**config.mk**
```make
export PLATFORM = sky130hd
export DESIGN_NAME = pipe_ctrl_flat
export DESIGN_NICKNAME = d
export VERILOG_FILES = /design/src/rtl/pipe_ctrl_pkg.sv /design/src/rtl/pipe_ctrl_if.sv /design/src/rtl/pipe_ctrl_hazard_detect.sv /design/src/rtl/pipe_ctrl.sv /design/src/flat_wrapper.sv
export SDC_FILE = /design/constraint.sdc
export NUM_CORES = 1
export LEC_CHECK = 0
export BUFFER_PORTS_ARGS = -buffer_cell sky130_fd_sc_hd__buf_2
export CAP_MARGIN = 15
export CORE_UTILIZATION = 40
export CTS_CLUSTER_SIZE = 25
export DETAILED_ROUTE_END_ITERATION = 12
export PLACE_DENSITY = 0.65
export RECOVER_POWER = 50
export SYNTH_ARGS = -nofsm -noshare
export SYNTH_HDL_FRONTEND = slang
export SYNTH_SLANG_ARGS = --single-unit
```
**constraint.sdc**
```tcl
create_clock -name clk -period 6.59 [get_ports clk]
set_input_delay 0.3295 -clock clk [delete_from_list [all_inputs] [get_ports clk]]
set_output_delay 0.3295 -clock clk [all_outputs]
set_load 0.02 [all_outputs]
```
**src/rtl/pipe_ctrl_pkg.sv**
```systemverilog
// Shared types and parameter defaults for the pipeline sequencing controller.
package pipe_ctrl_pkg;

  localparam int BOOT_CYCLES_DEF  = 2;
  localparam int FLUSH_CYCLES_DEF = 2;
  localparam int DRAIN_CYCLES_DEF = 2;
  localparam int BUSY_TIMEOUT_DEF = 64;
  localparam int CNT_W_DEF        = 16;
  localparam int REG_ADDR_W       = 5;

  typedef enum logic [2:0] {
    ST_BOOT  = 3'd0,
    ST_RUN   = 3'd1,
    ST_FLUSH = 3'd2,
    ST_BUSY  = 3'd3,
    ST_DRAIN = 3'd4,
    ST_HALT  = 3'd5
  } pipe_state_t;

  typedef struct packed {
    logic pc_incr_en;
    logic if_stall;
    logic id_stall;
    logic id_flush;
    logic ex_bubble;
  } ctrl_t;

  function automatic int max_int(input int a, input int b);
    return (a > b) ? a : b;
  endfunction

endpackage

```
**src/rtl/pipe_ctrl_if.sv**
```systemverilog
// Pipeline-side signal bundle of pipe_ctrl: hazard/debug inputs, stage controls,
// status and performance counters.
interface pipe_ctrl_if
  import pipe_ctrl_pkg::*;
#(
  parameter int CNT_W = CNT_W_DEF
);

  logic                  flush_i;
  logic                  ex_busy_i;
  logic                  ex_mem_read_i;
  logic [REG_ADDR_W-1:0] ex_rd_i;
  logic [REG_ADDR_W-1:0] id_rs1_i;
  logic [REG_ADDR_W-1:0] id_rs2_i;
  logic                  id_rs1_used_i;
  logic                  id_rs2_used_i;
  logic                  halt_req_i;
  logic                  resume_i;

  logic                  pc_incr_en_o;
  logic                  if_stall_o;
  logic                  id_stall_o;
  logic                  id_flush_o;
  logic                  ex_bubble_o;
  logic                  halted_o;
  logic                  err_o;
  pipe_state_t           state_o;
  logic [CNT_W-1:0]      stall_cnt_o;
  logic [CNT_W-1:0]      flush_cnt_o;

  modport master (
    input  flush_i, ex_busy_i, ex_mem_read_i, ex_rd_i, id_rs1_i, id_rs2_i,
           id_rs1_used_i, id_rs2_used_i, halt_req_i, resume_i,
    output pc_incr_en_o, if_stall_o, id_stall_o, id_flush_o, ex_bubble_o,
           halted_o, err_o, state_o, stall_cnt_o, flush_cnt_o
  );

  modport slave (
    output flush_i, ex_busy_i, ex_mem_read_i, ex_rd_i, id_rs1_i, id_rs2_i,
           id_rs1_used_i, id_rs2_used_i, halt_req_i, resume_i,
    input  pc_incr_en_o, if_stall_o, id_stall_o, id_flush_o, ex_bubble_o,
           halted_o, err_o, state_o, stall_cnt_o, flush_cnt_o
  );

endinterface

```
**src/rtl/pipe_ctrl_hazard_detect.sv**
```systemverilog
// Load-use comparator: the ID instruction reads a register the load in EX has
// not yet produced.
module hazard_detect
  import pipe_ctrl_pkg::*;
(
  input  logic                  i_ex_mem_read,
  input  logic [REG_ADDR_W-1:0] i_ex_rd,
  input  logic [REG_ADDR_W-1:0] i_id_rs1,
  input  logic [REG_ADDR_W-1:0] i_id_rs2,
  input  logic                  i_id_rs1_used,
  input  logic                  i_id_rs2_used,
  output logic                  o_lu
);

  logic w_rs1_hit;
  logic w_rs2_hit;

  assign w_rs1_hit = i_id_rs1_used && (i_id_rs1 == i_ex_rd);
  assign w_rs2_hit = i_id_rs2_used && (i_id_rs2 == i_ex_rd);
  // x0 is hard-wired zero, so a load targeting it never creates a dependency.
  assign o_lu      = i_ex_mem_read && (i_ex_rd != '0) && (w_rs1_hit || w_rs2_hit);

endmodule

```
**src/rtl/pipe_ctrl.sv**
```systemverilog
// Pipeline sequencing controller: arbitrates branch flush, EX busy, load-use and
// debug halt into PC/IF/ID/EX controls, with saturating stall/flush counters.
module pipe_ctrl
  import pipe_ctrl_pkg::*;
#(
  parameter int BOOT_CYCLES  = BOOT_CYCLES_DEF,
  parameter int FLUSH_CYCLES = FLUSH_CYCLES_DEF,
  parameter int DRAIN_CYCLES = DRAIN_CYCLES_DEF,
  parameter int BUSY_TIMEOUT = BUSY_TIMEOUT_DEF,
  parameter int CNT_W        = CNT_W_DEF
) (
  input  logic        clk,
  input  logic        rst,
  pipe_ctrl_if.master io_pipe
);

  localparam int TMR_MAX = max_int(max_int(BOOT_CYCLES, FLUSH_CYCLES),
                                   max_int(DRAIN_CYCLES, BUSY_TIMEOUT));
  localparam int TMR_W   = $clog2(TMR_MAX + 1);
  typedef logic [TMR_W-1:0] tmr_t;

  pipe_state_t      r_state;
  pipe_state_t      w_state_nxt;
  tmr_t             r_tmr;
  tmr_t             w_tmr_nxt;
  logic             r_err;
  logic             w_err_set;
  logic [CNT_W-1:0] r_stall_cnt;
  logic [CNT_W-1:0] r_flush_cnt;
  logic             w_lu;
  logic             w_run_arb;
  logic             w_flush_inc;
  logic             w_stall_inc;
  ctrl_t            w_ctrl;

  hazard_detect u_hazard (
    .i_ex_mem_read (io_pipe.ex_mem_read_i),
    .i_ex_rd       (io_pipe.ex_rd_i),
    .i_id_rs1      (io_pipe.id_rs1_i),
    .i_id_rs2      (io_pipe.id_rs2_i),
    .i_id_rs1_used (io_pipe.id_rs1_used_i),
    .i_id_rs2_used (io_pipe.id_rs2_used_i),
    .o_lu          (w_lu)
  );

  // BUSY hands control back to the RUN arbiter in the very cycle ex_busy_i drops.
  assign w_run_arb = (r_state == ST_RUN) ||
                     ((r_state == ST_BUSY) && !io_pipe.ex_busy_i);

  always_ff @(posedge clk or posedge rst) begin
    if (rst) begin
      r_state <= ST_BOOT;
      r_tmr   <= '0;
      r_err   <= 1'b0;
    end else begin
      // NOTE: state registers use <= so every flop samples the pre-edge values.
      r_state <= w_state_nxt;
      r_tmr   <= w_tmr_nxt;
      if (w_err_set) r_err <= 1'b1;
    end
  end

  always_comb begin
    // NOTE: every signal gets a default before the case so no path infers a latch.
    w_state_nxt = r_state;
    w_tmr_nxt   = r_tmr;
    w_err_set   = 1'b0;
    w_flush_inc = 1'b0;
    if (w_run_arb) begin
      w_state_nxt = ST_RUN;
      if (io_pipe.flush_i) begin
        w_flush_inc = 1'b1;
        if (FLUSH_CYCLES > 1) begin
          w_state_nxt = ST_FLUSH;
          w_tmr_nxt   = tmr_t'(FLUSH_CYCLES - 1);
        end
      end else if (io_pipe.ex_busy_i) begin
        w_state_nxt = ST_BUSY;
        w_tmr_nxt   = tmr_t'(1);
      end else if (!w_lu && io_pipe.halt_req_i) begin
        w_state_nxt = ST_DRAIN;
        w_tmr_nxt   = tmr_t'(1);
      end
    end else begin
      case (r_state)
        ST_BOOT: begin
          if (r_tmr == tmr_t'(BOOT_CYCLES - 1)) begin
            w_state_nxt = ST_RUN;
            w_tmr_nxt   = '0;
          end else begin
            w_tmr_nxt = r_tmr + 1'b1;
          end
        end
        ST_FLUSH: begin
          if (io_pipe.flush_i) begin
            w_flush_inc = 1'b1;
            w_tmr_nxt   = tmr_t'(FLUSH_CYCLES - 1);
          end else if (r_tmr <= tmr_t'(1)) begin
            w_state_nxt = ST_RUN;
          end else begin
            w_tmr_nxt = r_tmr - 1'b1;
          end
        end
        ST_BUSY: begin
          // The RUN entry cycle counted as busy cycle 1, so this is cycle r_tmr+1.
          if (r_tmr >= tmr_t'(BUSY_TIMEOUT - 1)) begin
            w_err_set   = 1'b1;
            w_state_nxt = ST_HALT;
          end else begin
            w_tmr_nxt = r_tmr + 1'b1;
          end
        end
        ST_DRAIN: begin
          w_flush_inc = io_pipe.flush_i;
          if (r_tmr >= tmr_t'(DRAIN_CYCLES)) w_state_nxt = ST_HALT;
          else                               w_tmr_nxt   = r_tmr + 1'b1;
        end
        ST_HALT: begin
          if (io_pipe.resume_i && !io_pipe.halt_req_i && !r_err) w_state_nxt = ST_RUN;
        end
        ST_RUN:  ;
        default: w_state_nxt = ST_BOOT;
      endcase
    end
  end

  always_comb begin
    w_ctrl = '0;
    if (w_run_arb) begin
      if (io_pipe.flush_i) begin
        w_ctrl.pc_incr_en = 1'b1;
        w_ctrl.id_flush   = 1'b1;
        w_ctrl.ex_bubble  = 1'b1;
      end else if (io_pipe.ex_busy_i) begin
        w_ctrl.if_stall = 1'b1;
        w_ctrl.id_stall = 1'b1;
      end else if (w_lu) begin
        w_ctrl.if_stall  = 1'b1;
        w_ctrl.id_stall  = 1'b1;
        w_ctrl.ex_bubble = 1'b1;
      end else if (io_pipe.halt_req_i) begin
        w_ctrl.if_stall = 1'b1;
        w_ctrl.id_flush = 1'b1;
      end else begin
        w_ctrl.pc_incr_en = 1'b1;
      end
    end else begin
      case (r_state)
        ST_FLUSH: begin
          w_ctrl.pc_incr_en = 1'b1;
          w_ctrl.id_flush   = 1'b1;
          w_ctrl.ex_bubble  = 1'b1;
        end
        ST_DRAIN: begin
          w_ctrl.if_stall  = 1'b1;
          w_ctrl.id_flush  = 1'b1;
          w_ctrl.ex_bubble = 1'b1;
        end
        ST_RUN:  w_ctrl.pc_incr_en = 1'b1;
        default: begin
          w_ctrl.if_stall = 1'b1;
          w_ctrl.id_stall = 1'b1;
        end
      endcase
    end
  end

  assign w_stall_inc = w_ctrl.if_stall && ((r_state == ST_RUN) || (r_state == ST_BUSY));

  always_ff @(posedge clk or posedge rst) begin
    if (rst) begin
      r_stall_cnt <= '0;
      r_flush_cnt <= '0;
    end else begin
      if (w_stall_inc && (r_stall_cnt != '1)) r_stall_cnt <= r_stall_cnt + 1'b1;
      if (w_flush_inc && (r_flush_cnt != '1)) r_flush_cnt <= r_flush_cnt + 1'b1;
    end
  end

  assign io_pipe.pc_incr_en_o = w_ctrl.pc_incr_en;
  assign io_pipe.if_stall_o   = w_ctrl.if_stall;
  assign io_pipe.id_stall_o   = w_ctrl.id_stall;
  assign io_pipe.id_flush_o   = w_ctrl.id_flush;
  assign io_pipe.ex_bubble_o  = w_ctrl.ex_bubble;
  assign io_pipe.halted_o     = (r_state == ST_HALT);
  assign io_pipe.err_o        = r_err;
  assign io_pipe.state_o      = r_state;
  assign io_pipe.stall_cnt_o  = r_stall_cnt;
  assign io_pipe.flush_cnt_o  = r_flush_cnt;

endmodule

```
**src/flat_wrapper.sv**
```systemverilog
// flat-port wrapper written by rule: the top's interface ports become plain ports
module pipe_ctrl_flat import pipe_ctrl_pkg::*;
#(
  parameter int BOOT_CYCLES  = BOOT_CYCLES_DEF,
  parameter int FLUSH_CYCLES = FLUSH_CYCLES_DEF,
  parameter int DRAIN_CYCLES = DRAIN_CYCLES_DEF,
  parameter int BUSY_TIMEOUT = BUSY_TIMEOUT_DEF,
  parameter int CNT_W        = CNT_W_DEF
)
  (clk, rst, io_pipe_flush_i, io_pipe_ex_busy_i, io_pipe_ex_mem_read_i, io_pipe_ex_rd_i, io_pipe_id_rs1_i, io_pipe_id_rs2_i, io_pipe_id_rs1_used_i, io_pipe_id_rs2_used_i, io_pipe_halt_req_i, io_pipe_resume_i, io_pipe_pc_incr_en_o, io_pipe_if_stall_o, io_pipe_id_stall_o, io_pipe_id_flush_o, io_pipe_ex_bubble_o, io_pipe_halted_o, io_pipe_err_o, io_pipe_state_o, io_pipe_stall_cnt_o, io_pipe_flush_cnt_o);
  pipe_ctrl_if #(.CNT_W(CNT_W)) io_pipe_i ();
  input  logic clk;
  input  logic rst;
  input wire logic [$bits(io_pipe_i.flush_i)-1:0] io_pipe_flush_i;
  input wire logic [$bits(io_pipe_i.ex_busy_i)-1:0] io_pipe_ex_busy_i;
  input wire logic [$bits(io_pipe_i.ex_mem_read_i)-1:0] io_pipe_ex_mem_read_i;
  input wire logic [$bits(io_pipe_i.ex_rd_i)-1:0] io_pipe_ex_rd_i;
  input wire logic [$bits(io_pipe_i.id_rs1_i)-1:0] io_pipe_id_rs1_i;
  input wire logic [$bits(io_pipe_i.id_rs2_i)-1:0] io_pipe_id_rs2_i;
  input wire logic [$bits(io_pipe_i.id_rs1_used_i)-1:0] io_pipe_id_rs1_used_i;
  input wire logic [$bits(io_pipe_i.id_rs2_used_i)-1:0] io_pipe_id_rs2_used_i;
  input wire logic [$bits(io_pipe_i.halt_req_i)-1:0] io_pipe_halt_req_i;
  input wire logic [$bits(io_pipe_i.resume_i)-1:0] io_pipe_resume_i;
  output wire logic [$bits(io_pipe_i.pc_incr_en_o)-1:0] io_pipe_pc_incr_en_o;
  output wire logic [$bits(io_pipe_i.if_stall_o)-1:0] io_pipe_if_stall_o;
  output wire logic [$bits(io_pipe_i.id_stall_o)-1:0] io_pipe_id_stall_o;
  output wire logic [$bits(io_pipe_i.id_flush_o)-1:0] io_pipe_id_flush_o;
  output wire logic [$bits(io_pipe_i.ex_bubble_o)-1:0] io_pipe_ex_bubble_o;
  output wire logic [$bits(io_pipe_i.halted_o)-1:0] io_pipe_halted_o;
  output wire logic [$bits(io_pipe_i.err_o)-1:0] io_pipe_err_o;
  output wire logic [$bits(io_pipe_i.state_o)-1:0] io_pipe_state_o;
  output wire logic [$bits(io_pipe_i.stall_cnt_o)-1:0] io_pipe_stall_cnt_o;
  output wire logic [$bits(io_pipe_i.flush_cnt_o)-1:0] io_pipe_flush_cnt_o;
  assign io_pipe_i.flush_i = io_pipe_flush_i;
  assign io_pipe_i.ex_busy_i = io_pipe_ex_busy_i;
  assign io_pipe_i.ex_mem_read_i = io_pipe_ex_mem_read_i;
  assign io_pipe_i.ex_rd_i = io_pipe_ex_rd_i;
  assign io_pipe_i.id_rs1_i = io_pipe_id_rs1_i;
  assign io_pipe_i.id_rs2_i = io_pipe_id_rs2_i;
  assign io_pipe_i.id_rs1_used_i = io_pipe_id_rs1_used_i;
  assign io_pipe_i.id_rs2_used_i = io_pipe_id_rs2_used_i;
  assign io_pipe_i.halt_req_i = io_pipe_halt_req_i;
  assign io_pipe_i.resume_i = io_pipe_resume_i;
  assign io_pipe_pc_incr_en_o = io_pipe_i.pc_incr_en_o;
  assign io_pipe_if_stall_o = io_pipe_i.if_stall_o;
  assign io_pipe_id_stall_o = io_pipe_i.id_stall_o;
  assign io_pipe_id_flush_o = io_pipe_i.id_flush_o;
  assign io_pipe_ex_bubble_o = io_pipe_i.ex_bubble_o;
  assign io_pipe_halted_o = io_pipe_i.halted_o;
  assign io_pipe_err_o = io_pipe_i.err_o;
  assign io_pipe_state_o = io_pipe_i.state_o;
  assign io_pipe_stall_cnt_o = io_pipe_i.stall_cnt_o;
  assign io_pipe_flush_cnt_o = io_pipe_i.flush_cnt_o;
  pipe_ctrl #(.BOOT_CYCLES(BOOT_CYCLES), .FLUSH_CYCLES(FLUSH_CYCLES), .DRAIN_CYCLES(DRAIN_CYCLES), .BUSY_TIMEOUT(BUSY_TIMEOUT), .CNT_W(CNT_W)) u_core (.clk(clk), .rst(rst), .io_pipe(io_pipe_i));
endmodule
```
# Word-level counts from Yosys, hierarchy flattened
# Index checks and enable logic that the tools add are counted.
[classes] eq_ne=21 addsub=4 muxes=44 reduce_logical=26 magnitude_cmp=3
[ops] op="7-bit two-way mux" count=9
[ops] op="16-bit by 1-bit adder with 16-bit output, second input constant" count=2
[ops] op="16-bit != test, second input constant" count=2
[ops] op="3-bit two-way mux" count=10
[ops] op="7-bit one-hot mux with 4 select lines" count=1
[ops] op="3-bit one-hot mux with 6 select lines" count=1
[ops] op="1-bit two-way mux" count=16
[ops] op="3-bit by 1-bit != test with 1-bit output, second input constant" count=4
[ops] op="3-bit by 2-bit != test with 1-bit output, second input constant" count=4
[ops] op="1-bit logical AND" count=11
[ops] op="5-bit == test" count=2
[ops] op="2-bit two-way mux" count=5
[ops] op="5-bit nonzero test" count=2
[ops] op="7-bit by 1-bit adder with 7-bit output, second input constant" count=1
[ops] op="7-bit by 1-bit == test with 1-bit output, second input constant" count=1
[ops] op="7-bit by 2-bit greater-or-equal comparator with 1-bit output, second input constant" count=1
[ops] op="7-bit by 6-bit greater-or-equal comparator with 1-bit output, second input constant" count=1
[ops] op="7-bit by 1-bit <= comparator with 1-bit output, second input constant" count=1
[ops] op="7-bit AND reduction" count=1
[ops] op="7-bit by 1-bit subtractor with 7-bit output, second input constant" count=1
[ops] op="3-bit by 2-bit == test with 1-bit output, second input constant" count=2
[ops] op="3-bit == test, second input constant" count=2
[ops] op="5-bit two-way mux" count=1
[ops] op="5-bit AND reduction" count=1
[ops] op="10 further kinds" count=16
[totals] inputBits=24 reg_bits=43 out_inout_bits=42 word_cells=103

# Longest topological paths before layout
[depth] depth_word=10 mapped_depth=8 ltp_nobuf=8

# Cells and area by module
# From an unflattened synthesis, not the netlist that was laid out.
[unflattened] cells_unflattened=324 area_unflattened_um2=2869.0
[by_module_without_submodules] mod="pipe_ctrl" area_each_um2=2735.1 cells_each=307 n_inst=1 seq_area_each_um2=1076.0
[by_module_without_submodules] mod="hazard_detect" area_each_um2=133.9 cells_each=17 n_inst=1 seq_area_each_um2=0.0

# Worst setup path before layout
# OpenSTA, ideal clock, no wires.
[synth_path] path_kind="register to register" start="register u_core.r_tmr[0]" end="register u_core.r_tmr[3]" path_buffers=0 path_stages_with_launch=8 t_required_ns=6.465 slack_ns=4.296 t_arrival_ns=2.170 cell_sequence="dfrtp_1 -> inv_1 -> ha_1 -> nor2_1 -> a41oi_1 -> or4_1 -> a31oi_4 -> mux2_2"
[synth_via] elab_chain_len=5
[synth_rtl] item="start, declared" line_no="pipe_ctrl.sv:24" source="tmr_t r_tmr;"
[synth_rtl] item="start signal, assigned" line_no="pipe_ctrl.sv:58" source="r_tmr <= w_tmr_nxt;"
[synth_rtl] item="7-bit by 1-bit subtractor with 7-bit output" line_no="pipe_ctrl.sv:101" source="w_tmr_nxt = r_tmr - 1'b1;"
[synth_rtl] item="7-bit two-way mux" line_no="pipe_ctrl.sv:98" source="end else if (r_tmr <= tmr_t'(1)) begin"
[synth_rtl] item="7-bit two-way mux" line_no="pipe_ctrl.sv:95" source="if (io_pipe.flush_i) begin"
[synth_rtl] item="7-bit one-hot mux with 4 select lines" line_no="pipe_ctrl.sv:85" source="case (r_state)"
[synth_rtl] item="7-bit two-way mux" line_no="pipe_ctrl.sv:69" source="if (w_run_arb) begin"
# Several ways; a longest one is shown, not always the timed one. The select of a mux whose other input is x is not followed.
# A chain may end at the register's enable or synchronous reset.

# Worst setup path after layout
[layout_path] start="register u_core.r_state[1] (netlist: u_core.io_pipe.state_o[1])" end="output io_pipe_ex_bubble_o"
[layout_via] elab_chain_len=4
[layout_rtl] item="start, declared" line_no="pipe_ctrl.sv:22" source="pipe_state_t r_state;"
[layout_rtl] item="start signal, assigned" line_no="pipe_ctrl.sv:57" source="r_state <= w_state_nxt;"
[layout_rtl] item="3-bit == test, or another cell as far along" line_no="pipe_ctrl.sv:148" source="case (r_state)"
[layout_rtl] item="2-bit OR reduction (no line) / 1-bit logical AND (equally long branches)"
[layout_rtl] item="2-bit two-way mux / 1-bit logical OR (equally long branches)" line_no="pipe_ctrl.sv:148, pipe_ctrl.sv:47"
[layout_rtl] item="5-bit two-way mux (*)" line_no="pipe_ctrl.sv:129" source="if (w_run_arb) begin"
[layout_rtl] item="end, declared" line_no="flat_wrapper.sv:28" source="output wire logic [$bits(io_pipe_i.ex_bubble_o)-1:0] io_pipe_ex_bubble_o;"
# Every way passes the cells marked *; elsewhere a longest branch is shown, timed or not.

==> impl_metrics.ini <==
[clock_network]
root_buffer = clkbuf_8
ctsHoldBuffers = 0
clock-sinks = 43
cts-buffers-inserted = 5
cts_buffer_depth = 2
clkSlewWorstSetupHoldPaths_ns = 0.08
h-tree-depth = 2
cts_resized = 0
postCtsSetupRepairBufs = 0
cts_tree = yes
clk_latency_ns = 0.30

[worst_hold_path]
hold_path_depth = 1
hold_start = u_core.io_pipe.flush_cnt_o[7]$_DFFE_PP0P_
min_to = u_core.io_pipe.flush_cnt_o[7]$_DFFE_PP0P_
hold_path_class = reg2reg

[yosys]
synth_nets = 351
synth_seq_cells = 43
synthTopCellsByArea = dfrtp_1 37%, xnor2_1 9.7%, nand3_1 4.3%, nand2_1 3.6%, nand4_1 3.2%
syn_area_sq_mm = 0.00289
yosysSeqAreaShare = 0.372
avgSynthCellArea_sq_um = 9.00
syn-instance-count = 321
synth_edf_count = 0
yosysTopAreaCell = dfrtp_1
synth_top_area_share = 0.372
yosys-top-cells-count = 43 x dfrtp_1, 32 x xnor2_1, 28 x nand2_1
synth_most_common_cell = dfrtp_1
ys.flop_type = dfrtp_1
synthArstFlopShare = 1.00
synth_cell_types = 62
ys_warn_count = 0

[detailed_routing]
drc = 0
drt-total-wl_mm = 6.90
vias = 2599
avgViaCountPerCell = 5.47
drt_pass1_iterations = 5
drt_iter0_markers = 180
wire_per_inst_um = 14.5
ant_nets = 0

[sta]
hold_viol_final = 0
setup_tns_ns = 0
timing.fmax_mhz = 382
relSlewSlack = -0.525
setup_viol = 0
drv_slew = 44
holdWs_ns = 0.497
layout_worst_path_cycle_share = 0.397
final.min_clock_period_ns = 2.61
fin_skew_ns = 0.00766
tightest_slew_ns = 2.29
rsz0062_at_grt = no

[global_routing]
grt_pass1_vias = 2376
track_usage = 0.190
antenna_found_initial = 0
grt_pass1_wl_mm = 11.4
overflow = 0
grt_max_degree = 44

[floorplanning]
die_area_sq_mm = 0.00757
std_cell_rows = 30
ioPinCount = 66
design.core.area_sq_mm = 0.00687
start_util = 0.421
die_y_um = 87.0
dieWidth_um = 87.0

[setup_path]
worstSetupPathType = reg2out
required_ns = 6.26
reg2reg_depth = 7
cp-startpoint = u_core.io_pipe.state_o[1]$_DFFE_PP0P_
cp-start-kind = flip-flop
cp-end-kind = output port
regToRegSetupSlack_ns = 4.06
path_max_fanout = 14
rr_startpoint = u_core.r_tmr[0]$_DFFE_PP0P_
cp_data_arrival_time_ns = 2.28
r2r-end = u_core.r_tmr[3]$_DFFE_PP0P_

[placed_design]
port_buffers = 65
postPlaceCellArea_sq_mm = 0.00326
routabilityCongestion = 1.01
post-dp-hpwl_mm = 5.26

[cells_and_area]
final_area_sq_mm = 0.00332
drive_gt1_frac = 0.179
syn_to_final_growth_pct = 14.9
final_core_util = 0.483
nNetsFinal = 408
diodes = 0

[status]
violations = capacitance limit, slew limit
status = finished with violations

[power]
vdd_drop_max_v = 0.000223
power.leakage_nw = 1.40
power.density_mw_per_mm2 = 393
total_power_mw = 1.30

[run]
drv_cap = 1
## how the worst max path moves through the flow
stage,to,depth (start not counted),slack (ns)
finish,io_pipe_ex_bubble_o,6,3.98
CTS,io_pipe_ex_bubble_o,6,3.98
detailed placement,u_core.r_tmr[3]$_DFFE_PP0P_,7,4.07
global route,io_pipe_id_flush_o,5,3.72
global placement,u_core.r_tmr[3]$_DFFE_PP0P_,7,4.14
floorplan,u_core.r_tmr[3]$_DFFE_PP0P_,7,4.30
## cell usage in the layout (no fill, tap or decap), drive strengths merged, types with 4 or more instances in the layout
cell	instances
o21ai	16
nand2	28
inv	11
and2	5
nor3	11
nand3	26
clkbuf	28
a22o	4
xnor2	33
nor2	23
buf	44
and3	7
ha	6
nand4	15
a21oi	14
dfrtp	43
mux2	4
nor4	5
xor2	7
## stage by stage
stage | worst slack [ns] | instances
after floorplan | 4.30 | 321
after global placement | 4.14 | 467
after detailed placement | 4.07 | 467
after CTS | 3.98 | 475
after global routing | 3.72 | 475
final | 3.98 | 475
## sequential cells by signal, summed over array words and instances, names as in the netlist
name	count
u_core.io_pipe.err_o	1
u_core.io_pipe.flush_cnt_o	16
u_core.io_pipe.stall_cnt_o	16
u_core.io_pipe.state_o	3
u_core.r_tmr	7
## worst max-delay path, stage by stage, from the launching register on
cell and delay [ns]:
dfrtp_1 0.61, inv_1 0.19, o21ai_0 0.68, nor2_1 0.10, o21ai_0 0.09, and2_1 0.15, buf_2 0.16
## cell type report
class,count,area (sq um)
Clock buffer,6,72.6
Clock inverter,2,12.5
Fill cell,669,3550
Inverter,11,41.3
Multi-Input combinational cell,251,1690
Sequential cell,43,1080
Tap cell,96,120
Timing Repair Buffer,66,303
## power by group
group / switching (mW) / internal, mW / leakage [nW]
clock network: 0.0917 / 0.0742 / 0.0412
registers: 0.118 / 0.326 / 0.567
logic: 0.438 / 0.255 / 0.789
## layer usage
layer	routed length [um]	track usage	share of wire
met1	3320	0.267	0.48
met2	3140	0.298	0.45
met3	387	0.0389	0.056
met4	63	0.0485	0.0091
met5	0	0	0
## cell families (layout without fill, tap and decap cells)
family / after synthesis / count (layout) / share of synthesized area
XOR/XNOR: 40 / 40 / 0.124
AO/OA/AOI/OAI: 60 / 60 / 0.159
buffers and inverters: 27 / 85 / 0.0416
flip-flops: 43 / 43 / 0.372
multiplexers: 5 / 5 / 0.0191
AND/OR/NAND/NOR: 140 / 140 / 0.258
adder cells (fa/ha/maj): 6 / 6 / 0.0260
Power figures use the tool's default switching activity.
